$ cat config.mk
export PLATFORM = sky130hd
export DESIGN_NAME = posicion_gen
export DESIGN_NICKNAME = d
export VERILOG_FILES = /design/src/rtl/posicion_gen.sv
export SDC_FILE = /design/constraint.sdc
export NUM_CORES = 1
export LEC_CHECK = 0
export BUFFER_PORTS_ARGS = -buffer_cell sky130_fd_sc_hd__buf_4
export CORE_MARGIN = 2
export CORE_UTILIZATION = 50
export DETAILED_ROUTE_END_ITERATION = 8
export PLACE_DENSITY = 0.7
export SLEW_MARGIN = 15
export SYNTH_ARGS = -nofsm -noshare
export SYNTH_HDL_FRONTEND = slang
export SYNTH_SLANG_ARGS = --single-unit
$ cat constraint.sdc
create_clock -name clk -period 3.4 [get_ports clk]
set_input_delay 0.34 -clock clk [delete_from_list [all_inputs] [get_ports clk]]
set_output_delay 0.34 -clock clk [all_outputs]
set_load 0.1 [all_outputs]
$ cat src/rtl/posicion_gen.sv
// posicion_gen: multi-channel position sequencer.
// A shared prescaler produces a base tick. Each channel divides that tick by
// its own speed value and, on every step, advances its position according to
// its mode: toggle, wrap-up, wrap-down or bounce. Positions always stay within
// 0..MAXPOS. The tick only gates updates; it is never used as a clock.
module posicion_gen #(
  parameter int CLK_DIV = 25000000,
  parameter int CH      = 4,
  parameter int PW      = 4,
  parameter int SW      = 3,
  parameter int MAXPOS  = 2**PW-1
) (
  input  logic               clk,
  input  logic               rst_n,
  input  logic [CH-1:0]      enable,
  input  logic [CH*SW-1:0]   speed,
  input  logic [CH*2-1:0]    mode,
  output logic [CH*PW-1:0]   posicion,
  output logic [CH-1:0]      step,
  output logic               tick
);

  localparam int              PRE_W    = (CLK_DIV > 1) ? $clog2(CLK_DIV) : 1;
  localparam logic [PRE_W-1:0] PRE_LAST = PRE_W'(CLK_DIV - 1);
  localparam logic [PRE_W-1:0] PRE_ONE  = PRE_W'(1);
  localparam logic [PW-1:0]   MAXP     = PW'(MAXPOS);
  localparam logic [PW-1:0]   POS_ONE  = PW'(1);
  localparam logic [SW-1:0]   CNT_ONE  = SW'(1);

  localparam logic [1:0] MODE_TOGGLE = 2'b00;
  localparam logic [1:0] MODE_UP     = 2'b01;
  localparam logic [1:0] MODE_DOWN   = 2'b10;
  localparam logic [1:0] MODE_BOUNCE = 2'b11;

  // Shared prescaler and registered base tick
  logic [PRE_W-1:0] r_pre;
  logic             r_tick;

  // Per-channel state
  logic [SW-1:0]    r_cnt  [CH];
  logic [PW-1:0]    r_pos  [CH];
  logic [CH-1:0]    r_dir;   // 1 = moving up (bounce mode only)
  logic [CH-1:0]    r_step;

  // Per-channel combinational next state
  logic [SW-1:0]    w_spd     [CH];
  logic [1:0]       w_mode    [CH];
  logic [CH-1:0]    w_fire;
  logic [SW-1:0]    w_cnt_nxt [CH];
  logic [PW:0]      w_adv     [CH];

  // Next {dir, position} for one step of a channel in the given mode.
  // Only bounce mode looks at or changes the direction bit; every branch
  // lands inside 0..MAXPOS when the current position is in range.
  function automatic logic [PW:0] f_advance(input logic [1:0]    md,
                                            input logic [PW-1:0] pos,
                                            input logic          dir);
    logic [PW-1:0] p;
    logic          d;
    p = pos;
    d = dir;
    case (md)
      MODE_TOGGLE: p = (pos == '0) ? MAXP : '0;
      MODE_UP:     p = (pos == MAXP) ? '0 : pos + POS_ONE;
      MODE_DOWN:   p = (pos == '0) ? MAXP : pos - POS_ONE;
      default: begin
        if (dir) begin
          if (pos == MAXP) begin
            p = MAXP - POS_ONE;
            d = 1'b0;
          end else begin
            p = pos + POS_ONE;
          end
        end else begin
          if (pos == '0) begin
            p = POS_ONE;
            d = 1'b1;
          end else begin
            p = pos - POS_ONE;
          end
        end
      end
    endcase
    return {d, p};
  endfunction

  // Prescaler: count 0..CLK_DIV-1 and flag the terminal count as next cycle's tick
  always_ff @(posedge clk) begin
    if (!rst_n) begin
      r_pre  <= '0;
      r_tick <= 1'b0;
    end else begin
      r_tick <= (r_pre == PRE_LAST);
      r_pre  <= (r_pre == PRE_LAST) ? '0 : r_pre + PRE_ONE;
    end
  end

  // Channel decode: divider compare, next divider count and next position
  always_comb begin
    w_fire = '0;
    for (int i = 0; i < CH; i++) begin
      w_spd[i]     = speed[i*SW +: SW];
      w_mode[i]    = mode[i*2 +: 2];
      w_cnt_nxt[i] = r_cnt[i];
      w_adv[i]     = f_advance(w_mode[i], r_pos[i], r_dir[i]);
      if (!enable[i]) begin
        // Disabled channels restart their divider from zero on re-enable
        w_cnt_nxt[i] = '0;
      end else if (r_tick) begin
        // Compare with >= so a speed lowered below cnt fires on this tick
        // rather than letting cnt run around the counter range
        if (r_cnt[i] >= w_spd[i]) begin
          w_fire[i]    = 1'b1;
          w_cnt_nxt[i] = '0;
        end else begin
          w_cnt_nxt[i] = r_cnt[i] + CNT_ONE;
        end
      end
    end
  end

  // Channel registers: position and step pulse update together on a fire
  always_ff @(posedge clk) begin
    if (!rst_n) begin
      r_dir  <= '1;
      r_step <= '0;
      for (int i = 0; i < CH; i++) begin
        r_cnt[i] <= '0;
        r_pos[i] <= '0;
      end
    end else begin
      r_step <= w_fire;
      for (int i = 0; i < CH; i++) begin
        r_cnt[i] <= w_cnt_nxt[i];
        if (w_fire[i]) begin
          r_pos[i] <= w_adv[i][PW-1:0];
          r_dir[i] <= w_adv[i][PW];
        end
      end
    end
  end

  // Output packing of the registered channel state
  always_comb begin
    posicion = '0;
    for (int i = 0; i < CH; i++) begin
      posicion[i*PW +: PW] = r_pos[i];
    end
  end

  assign step = r_step;
  assign tick = r_tick;

endmodule

==> results of run 1 <==
[how the worst max path moves through the flow]
stage	start	endpoint	slack (ns)	cells after the start
floorplan	tick	r_pos[2][0]	0.92	4
global placement	r_pos[2][0]	r_pos[2][1]	1.23	6
detailed placement	r_pre[0]	r_pre[8]	1.15	6
CTS	r_pre[0]	r_pre[21]	1.12	6
global route	r_pre[0]	r_pre[19]	0.88	6
finish	r_pre[0]	r_pre[21]	1.15	6
[cells by family (layout without fill, tap and decap cells)]
| family | Yosys count | after routing | synth area share [%] |
|---|---|---|---|
| buf+inv | 66 | 104 | 6.238 |
| fa+ha+maj | 25 | 25 | 7.721 |
| xor+xnor | 31 | 31 | 6.702 |
| flops | 62 | 62 | 34.59 |
| simple gates | 190 | 190 | 24.71 |
| mux | 7 | 7 | 1.760 |
| compound gates | 116 | 116 | 18.28 |
[power breakdown]
group,leakage (nW),total [W],switching (W),internal [W]
clock,0.0844,0.000541,0.000258,0.000283
sequential,0.537,0.000784,0.0000185,0.000765
combinational,1.25,0.000207,0.000132,0.0000755
total,1.87,0.00153,0.000408,0.00112
[area by class of cell]
cell class,instances,area (um^2),share of cell area (%)
inverters,40,150.1,3.264
well taps,102,127.6,2.775
clock buffers,14,152.6,3.319
repair buffers,48,360.3,7.835
clock inverters,2,10.01,0.2176
flip-flops and latches,62,1401,30.47
multi-input cells,369,2397,52.12
[synth_stat cells (3+ instances only)]
cell / instances
sky130_fd_sc_hd__a21o_1: 4
sky130_fd_sc_hd__a21oi_1: 39
sky130_fd_sc_hd__a31oi_1: 7
sky130_fd_sc_hd__and3_1: 3
sky130_fd_sc_hd__buf_2: 4
sky130_fd_sc_hd__clkbuf_1: 21
sky130_fd_sc_hd__dfxtp_1: 46
sky130_fd_sc_hd__edfxtp_1: 16
sky130_fd_sc_hd__ha_1: 25
sky130_fd_sc_hd__inv_1: 40
sky130_fd_sc_hd__mux2i_1: 6
sky130_fd_sc_hd__nand2_1: 36
sky130_fd_sc_hd__nand2b_1: 15
sky130_fd_sc_hd__nand3_1: 25
sky130_fd_sc_hd__nand3b_1: 11
sky130_fd_sc_hd__nand4_1: 10
sky130_fd_sc_hd__nand4b_1: 4
sky130_fd_sc_hd__nor2_1: 56
sky130_fd_sc_hd__nor3_1: 9
sky130_fd_sc_hd__nor4_1: 3
sky130_fd_sc_hd__o211ai_1: 7
sky130_fd_sc_hd__o21ai_0: 22
sky130_fd_sc_hd__o22ai_1: 3
sky130_fd_sc_hd__o311ai_0: 8
sky130_fd_sc_hd__o31ai_1: 5
sky130_fd_sc_hd__or3b_2: 4
sky130_fd_sc_hd__xnor2_1: 11
sky130_fd_sc_hd__xor2_1: 20
[state kept, by name, indices dropped and copies added, names as in the netlist]
name   flops
r_cnt     12
r_dir      4
r_pos     16
r_pre     25
step       4
tick       1
[per-stage QoR]
stage	cell area, um^2	std cells
floorplan	4051	497
global placement	4437	621
detailed placement	4437	621
CTS	4599	637
global route	4599	637
finish	4599	637
[layer usage]
layer	routed length [um]	GRT usage, %	up-vias	share of wire (%)
met3	410	5.136	9	4.9
met1	3856	25.37	1682	47
met4	56	5.314	0	0.68
met2	3968	33.04	85	48
li1	-	-	1838	-
met5	0	0	-	0
==> metrics.txt, run 1 <==
# TYPE chip_impl_metric gauge
chip_impl_info{name="status",value="finished clean"} 1
chip_impl_info{name="hold-path-endpoint",value="r_dir[0]"} 1
chip_impl_metric{name="fmax",unit="MHz"} 445.0
chip_impl_metric{name="detailedPlace.worstSlack",unit="ns"} 1.154
chip_impl_metric{name="worst_ep_required_time",unit="ns"} 3.58
chip_impl_info{name="worst_hold_path_startpoint",value="rst_n"} 1
chip_impl_metric{name="grt.total_usage",unit="%"} 19.78
chip_impl_metric{name="diodes",unit=""} 0
chip_impl_metric{name="dp_hpwl",unit="mm"} 6.167
chip_impl_metric{name="top_level_ports",unit=""} 47
chip_impl_info{name="worstSetupEndpointType",value="flop"} 1
chip_impl_metric{name="finalWorstPathRequiredPeriod",unit="ns"} 2.247
chip_impl_metric{name="antenna_violating_nets_post_route",unit=""} 0
chip_impl_info{name="clock_tree_from_tritoncts",value="built"} 1
chip_impl_metric{name="timing_max_transition_violations_final",unit=""} 0
chip_impl_metric{name="worstPathBufferInverterCount",unit=""} 0
chip_impl_metric{name="max-cap-violations",unit=""} 0
chip_impl_info{name="cp_cell_sequence",value="ha_1 > and3_1 > nand3_1 > nor4_1 > nand2b_1 > nor2_1"} 1
chip_impl_info{name="worst_r2r_endpoint",value="r_pre[21]"} 1
chip_impl_info{name="critical-path-top-delay-family",value="simple AND/OR/NAND/NOR gates"} 1
chip_impl_metric{name="worst-r2r-setup-slack",unit="ns"} 1.15
chip_impl_metric{name="top_cell_type_s_share_of_synthesized_area",unit="%"} 22.73
chip_impl_metric{name="relSlewSlack",unit="%"} 39.73
chip_impl_metric{name="maximum_number_of_pins_on_one_net_before_global_route_repair",unit=""} 26
chip_impl_metric{name="post_cts.resized_instances",unit=""} 0
chip_impl_metric{name="report.power.total",unit="W"} 0.001532
chip_impl_info{name="worst-setup-path-type",value="reg2reg"} 1
chip_impl_metric{name="critical_path.max_stage_delay",unit="ns"} 0.75
chip_impl_metric{name="floorplan.initialDensity",unit="%"} 51.89
chip_impl_metric{name="postSynthAreaPerCell",unit="um^2"} 8.152
chip_impl_info{name="final_cell_mix",value="sky130_fd_sc_hd__nor2_1, sky130_fd_sc_hd__buf_4, sky130_fd_sc_hd__dfxtp_1, sky130_fd_sc_hd__inv_1, sky130_fd_sc_hd__a21oi_1"} 1
chip_impl_metric{name="first_global_vias",unit=""} 3262
chip_impl_metric{name="drc",unit=""} 0
chip_impl_metric{name="hold_slack",unit="ns"} 0.3140
chip_impl_metric{name="synth.net_count",unit=""} 548
chip_impl_info{name="clock_tree.root_cell",value="sky130_fd_sc_hd__clkbuf_8"} 1
chip_impl_metric{name="finalWirelength",unit="mm"} 8.290
chip_impl_metric{name="dieArea",unit="um^2"} 8839
chip_impl_info{name="synth_area_leader_cell",value="sky130_fd_sc_hd__dfxtp_1"} 1
chip_impl_info{name="ys.flop_type",value="sky130_fd_sc_hd__dfxtp_1"} 1
chip_impl_metric{name="slew_worst_pin",unit="ns"} 0.9041
chip_impl_metric{name="leakagePower",unit="nW"} 1.873
chip_impl_metric{name="synth_sequential_area_ratio",unit="%"} 34.59
chip_impl_metric{name="fin_nets",unit=""} 581
chip_impl_metric{name="yosysWarningCount",unit=""} 0
chip_impl_info{name="worstSetupStartpointType",value="flop"} 1
chip_impl_metric{name="cts_max_level",unit=""} 3
chip_impl_metric{name="first_pass_grt_wire_length",unit="mm"} 14.10
chip_impl_metric{name="fin_setup_tns",unit="ns"} 0
chip_impl_metric{name="antenna_found_initial",unit=""} 0
chip_impl_metric{name="critical_path.max_fanout",unit=""} 25
chip_impl_metric{name="overflow",unit=""} 0
chip_impl_metric{name="postSynth.asyncResetShare",unit="%"} 0
chip_impl_info{name="regToRegStartpoint",value="r_pre[0]"} 1
chip_impl_metric{name="drive_above_1_share",unit="%"} 13.46
chip_impl_metric{name="worst_slack",unit="ns"} 1.153
chip_impl_metric{name="final_hold_violation_count",unit=""} 0
chip_impl_metric{name="synth_area",unit="um^2"} 4051
chip_impl_metric{name="clock_skew",unit="ns"} 0.008031
chip_impl_metric{name="r2r_cells",unit=""} 6
chip_impl_metric{name="power-per-cell-area",unit="nW/um^2"} 333.0
chip_impl_metric{name="synth-edff-count",unit=""} 16
chip_impl_metric{name="design.core.area",unit="um^2"} 7807
chip_impl_metric{name="floorplan.die.width",unit="um"} 94.02
chip_impl_metric{name="drt-initial-drc-count",unit=""} 169
chip_impl_metric{name="worst_setup_hold_path_clk_slew",unit="ns"} 0.06
chip_impl_info{name="final_common_cell",value="sky130_fd_sc_hd__nor2_1"} 1
chip_impl_metric{name="fillCellCount",unit=""} 734
chip_impl_metric{name="wl_per_cell",unit="um"} 13.01
chip_impl_metric{name="num_cts_buffers",unit=""} 9
chip_impl_metric{name="synth.distinct_cells",unit=""} 58
chip_impl_metric{name="postCtsSetupBuffers",unit=""} 0
chip_impl_metric{name="die_height",unit="um"} 94.02
chip_impl_metric{name="dr_total_vias",unit=""} 3614
chip_impl_metric{name="final_worst_path_period_share",unit="%"} 66.09
chip_impl_metric{name="ctsLongestPathBuffers",unit=""} 2
chip_impl_info{name="synth_area_leaders",value="sky130_fd_sc_hd__dfxtp_1, sky130_fd_sc_hd__edfxtp_1, sky130_fd_sc_hd__ha_1"} 1
chip_impl_metric{name="worst_ep_arrival_time",unit="ns"} 2.43
chip_impl_metric{name="rows",unit=""} 32
chip_impl_metric{name="setup_violations",unit=""} 0
chip_impl_metric{name="drt_pass1_iterations",unit=""} 5
chip_impl_metric{name="synth-seq-cells",unit=""} 62
chip_impl_metric{name="synthToLayoutAreaGrowth",unit="%"} 13.53
chip_impl_metric{name="gpl_wtd_cong",unit=""} 0.8974
chip_impl_metric{name="hold_buffers",unit=""} 0
chip_impl_info{name="rsz0062_at_grt",value="false"} 1
chip_impl_metric{name="clock_insertion_delay_worst_skew",unit="ns"} 0.33
chip_impl_metric{name="hold_depth",unit=""} 2
chip_impl_info{name="crit_slowest_cell",value="sky130_fd_sc_hd__nand2b_1"} 1
chip_impl_info{name="worstHoldPathType",value="in2reg"} 1
chip_impl_metric{name="port_buffers",unit=""} 46
chip_impl_metric{name="vdd_ir_drop_max",unit="mV"} 0.2843
chip_impl_metric{name="clkSinkCount",unit=""} 62
chip_impl_metric{name="synthCells",unit=""} 497
chip_impl_metric{name="fin_util",unit="%"} 58.91
chip_impl_metric{name="detail_route.vias_per_cell",unit=""} 5.673
(Power assumes the default switching activity.)
==> run 2, diff against run 1 <==
ABC_AREA = 1   (was unset)
clock period = 2.1 ns   (was 3.4 ns; I/O delays follow)
==> metrics.txt, run 2 <==
# TYPE chip_impl_metric gauge
chip_impl_metric{name="worstPathBufferInverterCount",unit=""} 1
chip_impl_metric{name="timing_max_transition_violations_final",unit=""} 0
chip_impl_metric{name="clkSinkCount",unit=""} 62
chip_impl_metric{name="drt_pass1_iterations",unit=""} 5
chip_impl_metric{name="post_cts.resized_instances",unit=""} 0
chip_impl_metric{name="detail_route.vias_per_cell",unit=""} 5.166
chip_impl_metric{name="num_cts_buffers",unit=""} 9
chip_impl_info{name="synth_area_leaders",value="sky130_fd_sc_hd__dfxtp_1, sky130_fd_sc_hd__nand2_1, sky130_fd_sc_hd__edfxtp_1"} 1
chip_impl_info{name="synth.cells.most_frequent",value="sky130_fd_sc_hd__nand2_1, sky130_fd_sc_hd__nor2_1, sky130_fd_sc_hd__inv_1"} 1
chip_impl_metric{name="gpl_wtd_cong",unit=""} 0.9506
chip_impl_metric{name="max-cap-violations",unit=""} 0
chip_impl_metric{name="dieArea",unit="um^2"} 9424
chip_impl_metric{name="detailedPlace.worstSlack",unit="ns"} 0.4126
chip_impl_metric{name="die_height",unit="um"} 97.08
chip_impl_info{name="synth_area_leader_cell",value="sky130_fd_sc_hd__dfxtp_1"} 1
chip_impl_metric{name="diodes",unit=""} 0
chip_impl_metric{name="synth.distinct_cells",unit=""} 32
chip_impl_metric{name="clock_insertion_delay_worst_skew",unit="ns"} 0.35
chip_impl_metric{name="overflow",unit=""} 0
chip_impl_metric{name="synth_sequential_area_ratio",unit="%"} 32.35
chip_impl_metric{name="floorplan.die.width",unit="um"} 97.08
chip_impl_metric{name="worst_slack",unit="ns"} 0.4113
chip_impl_metric{name="grt.total_usage",unit="%"} 21.48
chip_impl_metric{name="worst_ep_required_time",unit="ns"} 2.20
chip_impl_info{name="worstSetupEndpointType",value="flop"} 1
chip_impl_metric{name="port_buffers",unit=""} 46
chip_impl_metric{name="synth_area",unit="um^2"} 4332
chip_impl_metric{name="maximum_number_of_pins_on_one_net_before_global_route_repair",unit=""} 26
chip_impl_info{name="clock_tree_from_tritoncts",value="built"} 1
chip_impl_metric{name="vdd_ir_drop_max",unit="mV"} 0.4025
chip_impl_metric{name="antenna_violating_nets_post_route",unit=""} 0
chip_impl_metric{name="relSlewSlack",unit="%"} 73.63
chip_impl_info{name="worstHoldPathType",value="in2reg"} 1
chip_impl_metric{name="yosysWarningCount",unit=""} 0
chip_impl_metric{name="setup_violations",unit=""} 0
chip_impl_metric{name="dp_hpwl",unit="mm"} 7.769
chip_impl_metric{name="floorplan.initialDensity",unit="%"} 52.19
chip_impl_metric{name="fin_setup_tns",unit="ns"} 0
chip_impl_metric{name="synth-seq-cells",unit=""} 62
chip_impl_metric{name="slew_worst_pin",unit="ns"} 0.3950
chip_impl_info{name="rsz0062_at_grt",value="false"} 1
chip_impl_metric{name="clock_skew",unit="ns"} 0.01121
chip_impl_metric{name="first_global_vias",unit=""} 3950
chip_impl_metric{name="final_worst_path_period_share",unit="%"} 80.41
chip_impl_metric{name="leakagePower",unit="nW"} 2.322
chip_impl_info{name="worst_hold_path_startpoint",value="enable[2]"} 1
chip_impl_info{name="critical-path-top-delay-family",value="flip-flops"} 1
chip_impl_metric{name="synthToLayoutAreaGrowth",unit="%"} 15.40
chip_impl_metric{name="synth-edff-count",unit=""} 16
chip_impl_metric{name="report.power.total",unit="W"} 0.002664
chip_impl_info{name="final_cell_mix",value="sky130_fd_sc_hd__nand2_1, sky130_fd_sc_hd__nor2_1, sky130_fd_sc_hd__inv_1, sky130_fd_sc_hd__nand3_1, sky130_fd_sc_hd__buf_4"} 1
chip_impl_metric{name="antenna_found_initial",unit=""} 0
chip_impl_metric{name="finalWorstPathRequiredPeriod",unit="ns"} 1.689
chip_impl_metric{name="drt-initial-drc-count",unit=""} 173
chip_impl_metric{name="dr_total_vias",unit=""} 4267
chip_impl_info{name="clock_tree.root_cell",value="sky130_fd_sc_hd__clkbuf_8"} 1
chip_impl_metric{name="design.core.area",unit="um^2"} 8299
chip_impl_metric{name="first_pass_grt_wire_length",unit="mm"} 17.05
chip_impl_info{name="worstSetupStartpointType",value="flop"} 1
chip_impl_info{name="cp_cell_sequence",value="inv_2 > ha_4 > or2_4 > nand2_1 > o21ai_0 > o22ai_1 > nor2_1"} 1
chip_impl_info{name="layout_top_registers",value="r_pre x25, r_pos x16, r_cnt x12"} 1
chip_impl_metric{name="wl_per_cell",unit="um"} 12.10
chip_impl_metric{name="worst_setup_hold_path_clk_slew",unit="ns"} 0.07
chip_impl_metric{name="cts_max_level",unit=""} 3
chip_impl_metric{name="hold_slack",unit="ns"} 0.1414
chip_impl_metric{name="ctsLongestPathBuffers",unit=""} 2
chip_impl_metric{name="worst_ep_arrival_time",unit="ns"} 1.78
chip_impl_info{name="synth_most_common_cell",value="sky130_fd_sc_hd__nand2_1"} 1
chip_impl_metric{name="drive_above_1_share",unit="%"} 12.90
chip_impl_metric{name="critical_path.max_stage_delay",unit="ns"} 0.50
chip_impl_metric{name="power-per-cell-area",unit="nW/um^2"} 532.9
chip_impl_info{name="crit_slowest_cell",value="sky130_fd_sc_hd__edfxtp_1"} 1
chip_impl_metric{name="synth.net_count",unit=""} 718
chip_impl_info{name="status",value="finished clean"} 1
chip_impl_metric{name="synthCells",unit=""} 667
chip_impl_metric{name="postSynth.asyncResetShare",unit="%"} 0
chip_impl_metric{name="fin_util",unit="%"} 60.23
chip_impl_metric{name="fmax",unit="MHz"} 592.2
chip_impl_metric{name="drc",unit=""} 0
chip_impl_info{name="largest_register_by_flop_count",value="r_pre"} 1
chip_impl_info{name="critical_path.startpoint",value="r_pos[0][0]"} 1
chip_impl_metric{name="final_hold_violation_count",unit=""} 0
chip_impl_info{name="regToRegStartpoint",value="r_pos[0][0]"} 1
chip_impl_metric{name="largest_register_ff_count",unit=""} 25
chip_impl_info{name="final_common_cell",value="sky130_fd_sc_hd__nand2_1"} 1
chip_impl_metric{name="top_cell_type_s_share_of_synthesized_area",unit="%"} 21.26
chip_impl_metric{name="finalWirelength",unit="mm"} 9.995
chip_impl_metric{name="rows",unit=""} 33
chip_impl_metric{name="postSynthAreaPerCell",unit="um^2"} 6.494
chip_impl_metric{name="fin_nets",unit=""} 767
chip_impl_info{name="ys.flop_type",value="sky130_fd_sc_hd__dfxtp_1"} 1
chip_impl_metric{name="hold_buffers",unit=""} 0
chip_impl_metric{name="critical_path.max_fanout",unit=""} 6
chip_impl_metric{name="postCtsSetupBuffers",unit=""} 0
chip_impl_info{name="worst-setup-path-type",value="reg2reg"} 1
chip_impl_metric{name="top_level_ports",unit=""} 47
==> run 2: changes by cell type after synthesis, sizes merged, moves of 7 or more <==
cell | previous run | this run
o21ai | 22 | 11
nand2b | 15 | 1
clkbuf | 21 | 2
nand2 | 37 | 189
nor2 | 56 | 114
o311ai | 8 | 0
xor2 | 20 | 12
inv | 40 | 90
a31oi | 7 | 0
nand3 | 25 | 64
==> run 2: metal layers <==
| layer | GRT usage [%] | up-vias | share of wire [%] |
|---|---|---|---|
| met3 | 5.468 | 6 | 5.3 |
| met4 | 5.959 | 0 | 0.82 |
| met5 | 0 | - | 0 |
| li1 | - | 2227 | - |
| met1 | 27.67 | 1934 | 46 |
| met2 | 35.84 | 100 | 48 |
==> run 2: power breakdown <==
part	internal (W)	switching (W)	leakage (nW)	total (W)
clock	0.000524	0.000478	0.0994	0.00100
sequential	0.00124	0.0000302	0.532	0.00127
combinational	0.000128	0.000263	1.69	0.000391
==> run 2: worst min-delay path: cells and delay by family <==
kind | cells | cell delay [ns]
simple gates | 2 | 0.15
buf+inv | 1 | 0.10
==> run 2: final timing paths <==
path                       to  cells after the start  slack (ns)
setup reg to reg  r_pos[0][1]                      7        0.41
hold / removal       r_dir[2]                      3        0.14
setup / recovery  r_pos[0][1]                      7        0.41
hold reg to reg      r_pre[0]                      1        0.46
==> run 2: kinds of logic after synthesis <==
kind of cell | after synthesis | synth area share (%)
simple gates | 405 | 40.12
buf+inv | 101 | 9.301
flops | 62 | 32.35
compound gates | 51 | 6.355
fa+ha+maj | 25 | 7.221
xor+xnor | 23 | 4.650
==> run 2: cell type report <==
class                           instances  area [um^2]
Fill cell                             765         3301
Multi-Input combinational cell        504         2572
Sequential cell                        62         1401
Timing Repair Buffer                   49        367.9
Inverter                               90        337.8
Clock buffer                           13        168.9
Tap cell                              105        131.4
Clock inverter                          3        18.77
==> run 2: per-stage QoR <==
stage,cells,area [um^2]
after floorplan,667,4377
final,826,4999
after global routing,826,4999
after detailed placement,810,4811
after CTS,826,4999
after global placement,810,4811
==> run 3, diff against run 2 <==
clock period = 1.8 ns   (was 2.1 ns; I/O delays follow)
==> metrics.txt, run 3 (same netlist as run 2, synthesis figures left out) <==
# TYPE chip_impl_metric gauge
chip_impl_info{name="status",value="finished clean"} 1
chip_impl_metric{name="hold_slack",unit="ns"} 0.1195
chip_impl_metric{name="floorplan.initialDensity",unit="%"} 52.19
chip_impl_info{name="clock_tree_from_tritoncts",value="built"} 1
chip_impl_metric{name="final-seq-area",unit="um^2"} 1403
chip_impl_metric{name="clock_insertion_delay_worst_skew",unit="ns"} 0.34
chip_impl_metric{name="overflow",unit=""} 0
chip_impl_metric{name="clkSinkCount",unit=""} 62
chip_impl_metric{name="rows",unit=""} 33
chip_impl_metric{name="r2r_cells",unit=""} 7
chip_impl_metric{name="slew_worst_pin",unit="ns"} 0.3647
chip_impl_metric{name="floorplan.die.width",unit="um"} 97.08
chip_impl_metric{name="port_buffers",unit=""} 46
chip_impl_info{name="worstHoldPathType",value="in2reg"} 1
chip_impl_metric{name="worst_ep_required_time",unit="ns"} 1.89
chip_impl_metric{name="wl_per_cell",unit="um"} 11.61
chip_impl_info{name="worstSetupStartpointType",value="flop"} 1
chip_impl_metric{name="final_worst_path_period_share",unit="%"} 91.57
chip_impl_metric{name="grt.total_usage",unit="%"} 21.25
chip_impl_metric{name="drc",unit=""} 0
chip_impl_metric{name="max-cap-violations",unit=""} 0
chip_impl_info{name="worst-setup-path-type",value="reg2reg"} 1
chip_impl_metric{name="worst_ep_arrival_time",unit="ns"} 1.74
chip_impl_metric{name="gpl_wtd_cong",unit=""} 0.9607
chip_impl_metric{name="fmax",unit="MHz"} 606.7
chip_impl_metric{name="relSlewSlack",unit="%"} 75.68
chip_impl_metric{name="postCtsSetupBuffers",unit=""} 0
chip_impl_metric{name="dr_total_vias",unit=""} 4209
chip_impl_metric{name="num_cts_buffers",unit=""} 9
chip_impl_info{name="worst_hold_path_startpoint",value="enable[2]"} 1
chip_impl_metric{name="worst_slack",unit="ns"} 0.1517
chip_impl_metric{name="synthToLayoutAreaGrowth",unit="%"} 20.28
chip_impl_metric{name="timing_max_transition_violations_final",unit=""} 0
chip_impl_info{name="critical_path.startpoint",value="r_pos[0][0]"} 1
chip_impl_metric{name="setup_violations",unit=""} 0
chip_impl_info{name="worst_r2r_endpoint",value="r_pos[0][1]"} 1
chip_impl_metric{name="critical_path.max_stage_delay",unit="ns"} 0.49
chip_impl_info{name="layout_top_registers",value="r_pre x25, r_pos x16, r_cnt x12"} 1
chip_impl_metric{name="drt-initial-drc-count",unit=""} 205
chip_impl_info{name="final_common_cell",value="sky130_fd_sc_hd__nand2_1"} 1
chip_impl_info{name="crit_slowest_cell",value="sky130_fd_sc_hd__edfxtp_1"} 1
chip_impl_metric{name="critical_path.max_fanout",unit=""} 6
chip_impl_metric{name="ctsLongestPathBuffers",unit=""} 2
chip_impl_metric{name="top_level_ports",unit=""} 47
chip_impl_metric{name="worst_setup_hold_path_clk_slew",unit="ns"} 0.07
chip_impl_metric{name="first_pass_grt_wire_length",unit="mm"} 16.86
chip_impl_metric{name="die_height",unit="um"} 97.08
chip_impl_metric{name="worstPathBufferInverterCount",unit=""} 1
chip_impl_info{name="largest_register_by_flop_count",value="r_pre"} 1
chip_impl_info{name="cp_cell_sequence",value="inv_2 > ha_4 > or2_4 > nand2_1 > o21ai_0 > o22ai_1 > nor2_1"} 1
chip_impl_info{name="worstSetupEndpointType",value="flop"} 1
chip_impl_metric{name="finalWorstPathRequiredPeriod",unit="ns"} 1.648
chip_impl_metric{name="diodes",unit=""} 0
chip_impl_metric{name="fin_setup_tns",unit="ns"} 0
chip_impl_metric{name="fillCellCount",unit=""} 765
chip_impl_info{name="clock_tree.root_cell",value="sky130_fd_sc_hd__clkbuf_8"} 1
chip_impl_metric{name="largest_register_ff_count",unit=""} 25
chip_impl_metric{name="clock_skew",unit="ns"} 0.006181
chip_impl_metric{name="stdcell_count",unit=""} 828
chip_impl_metric{name="placedCellCount",unit=""} 812
chip_impl_metric{name="drive_above_1_share",unit="%"} 16.60
chip_impl_metric{name="maximum_number_of_pins_on_one_net_before_global_route_repair",unit=""} 26
chip_impl_metric{name="finalWirelength",unit="mm"} 9.614
chip_impl_metric{name="antenna_found_initial",unit=""} 0
chip_impl_metric{name="dieArea",unit="um^2"} 9424
chip_impl_metric{name="antenna_violating_nets_post_route",unit=""} 0
chip_impl_metric{name="vdd_ir_drop_max",unit="mV"} 0.3875
chip_impl_info{name="critical-path-top-delay-family",value="flip-flops"} 1
chip_impl_metric{name="cts_max_level",unit=""} 3
chip_impl_metric{name="worst-r2r-setup-slack",unit="ns"} 0.15
chip_impl_metric{name="fin_nets",unit=""} 769
chip_impl_metric{name="dp_hpwl",unit="mm"} 7.552
chip_impl_metric{name="power-per-cell-area",unit="nW/um^2"} 630.5
chip_impl_metric{name="leakagePower",unit="nW"} 2.356
chip_impl_metric{name="detailedPlace.worstSlack",unit="ns"} 0.1651
chip_impl_metric{name="worstSetupPathDepth",unit=""} 7
chip_impl_info{name="regToRegStartpoint",value="r_pos[0][0]"} 1
chip_impl_info{name="crit_path_end",value="r_pos[0][1]"} 1
chip_impl_metric{name="drt_pass1_iterations",unit=""} 4
chip_impl_metric{name="first_global_vias",unit=""} 3890
chip_impl_info{name="rsz0062_at_grt",value="false"} 1
chip_impl_metric{name="final_hold_violation_count",unit=""} 0
chip_impl_metric{name="multi_input_area",unit="um^2"} 2743
chip_impl_metric{name="hold_buffers",unit=""} 0
chip_impl_metric{name="design.core.area",unit="um^2"} 8299
chip_impl_metric{name="detail_route.vias_per_cell",unit=""} 5.083
chip_impl_info{name="final_cell_mix",value="sky130_fd_sc_hd__nand2_1, sky130_fd_sc_hd__nor2_1, sky130_fd_sc_hd__inv_1, sky130_fd_sc_hd__nand3_1, sky130_fd_sc_hd__buf_4"} 1
run 3: cell count changes in the layout (fill, tap and decap cells not counted), moves of 4 or more:
cell                      before  now
sky130_fd_sc_hd__nor2_2        3    7
sky130_fd_sc_hd__nand2_1     185  180
sky130_fd_sc_hd__nand2_2       3    7
sky130_fd_sc_hd__nor2_1      109  105
sky130_fd_sc_hd__ha_4          1    7
sky130_fd_sc_hd__nand3_1      60   55
sky130_fd_sc_hd__ha_1         21   17
run 3: how the worst min path moves through the flow:
| stage | end | cells past startpoint |
|---|---|---|
| final | r_dir[2] | 3 |
| after global routing | r_dir[2] | 3 |
| after CTS | r_dir[2] | 3 |
| after detailed placement | r_pre[0] | 1 |
| after global placement | r_pre[0] | 1 |
| after floorplan | r_dir[2] | 2 |
run 3: cell type report:
type	count	area share, %
multi-input cells	504	52.64
flip-flops and latches	62	26.92
repair buffers	51	7.349
inverters	90	6.484
well taps	105	2.522
clock buffers	9	2.378
clock inverters	7	1.705
run 3: report_power, final:
part / leakage, nW / switching (W) / internal (W)
clock: 0.104 / 0.000550 / 0.000769
combinational: 1.72 / 0.000317 / 0.000166
sequential: 0.533 / 0.0000361 / 0.00145
run 3: worst register-to-register path, stage by stage (launching register included):
cell and delay [ns]:
sky130_fd_sc_hd__edfxtp_1 0.49, sky130_fd_sc_hd__inv_2 0.11, sky130_fd_sc_hd__ha_4 0.19, sky130_fd_sc_hd__or2_4 0.25, sky130_fd_sc_hd__nand2_1 0.05, sky130_fd_sc_hd__o21ai_0 0.07
sky130_fd_sc_hd__o22ai_1 0.19, sky130_fd_sc_hd__nor2_1 0.05
run 3: what timing repair did:
action / in CTS / in global routing
setup endpoints to repair: 0 / 4
hold endpoints to repair: 0 / 0
gates resized for setup: 0 / 1
run 3: per-layer routing:
metal  share of wire, %  routed length [um]  GRT usage [%]
met1                 48                4643          28.12
met5                  0                   0              0
met4                1.3                 127          7.584
met3                5.2                 497          5.036
met2                 45                4344          34.03
run 3: through the flow:
step / total power (W) / utilization [%] / instance area [um^2]
floorplan: 0.001864 / - / 4548
global placement: 0.001989 / 60.18 / 4995
detailed placement: 0.001994 / 60.18 / 4995
CTS: 0.003328 / 62.75 / 5207
global route: 0.003429 / 62.78 / 5210
finish: 0.003285 / 62.78 / 5210
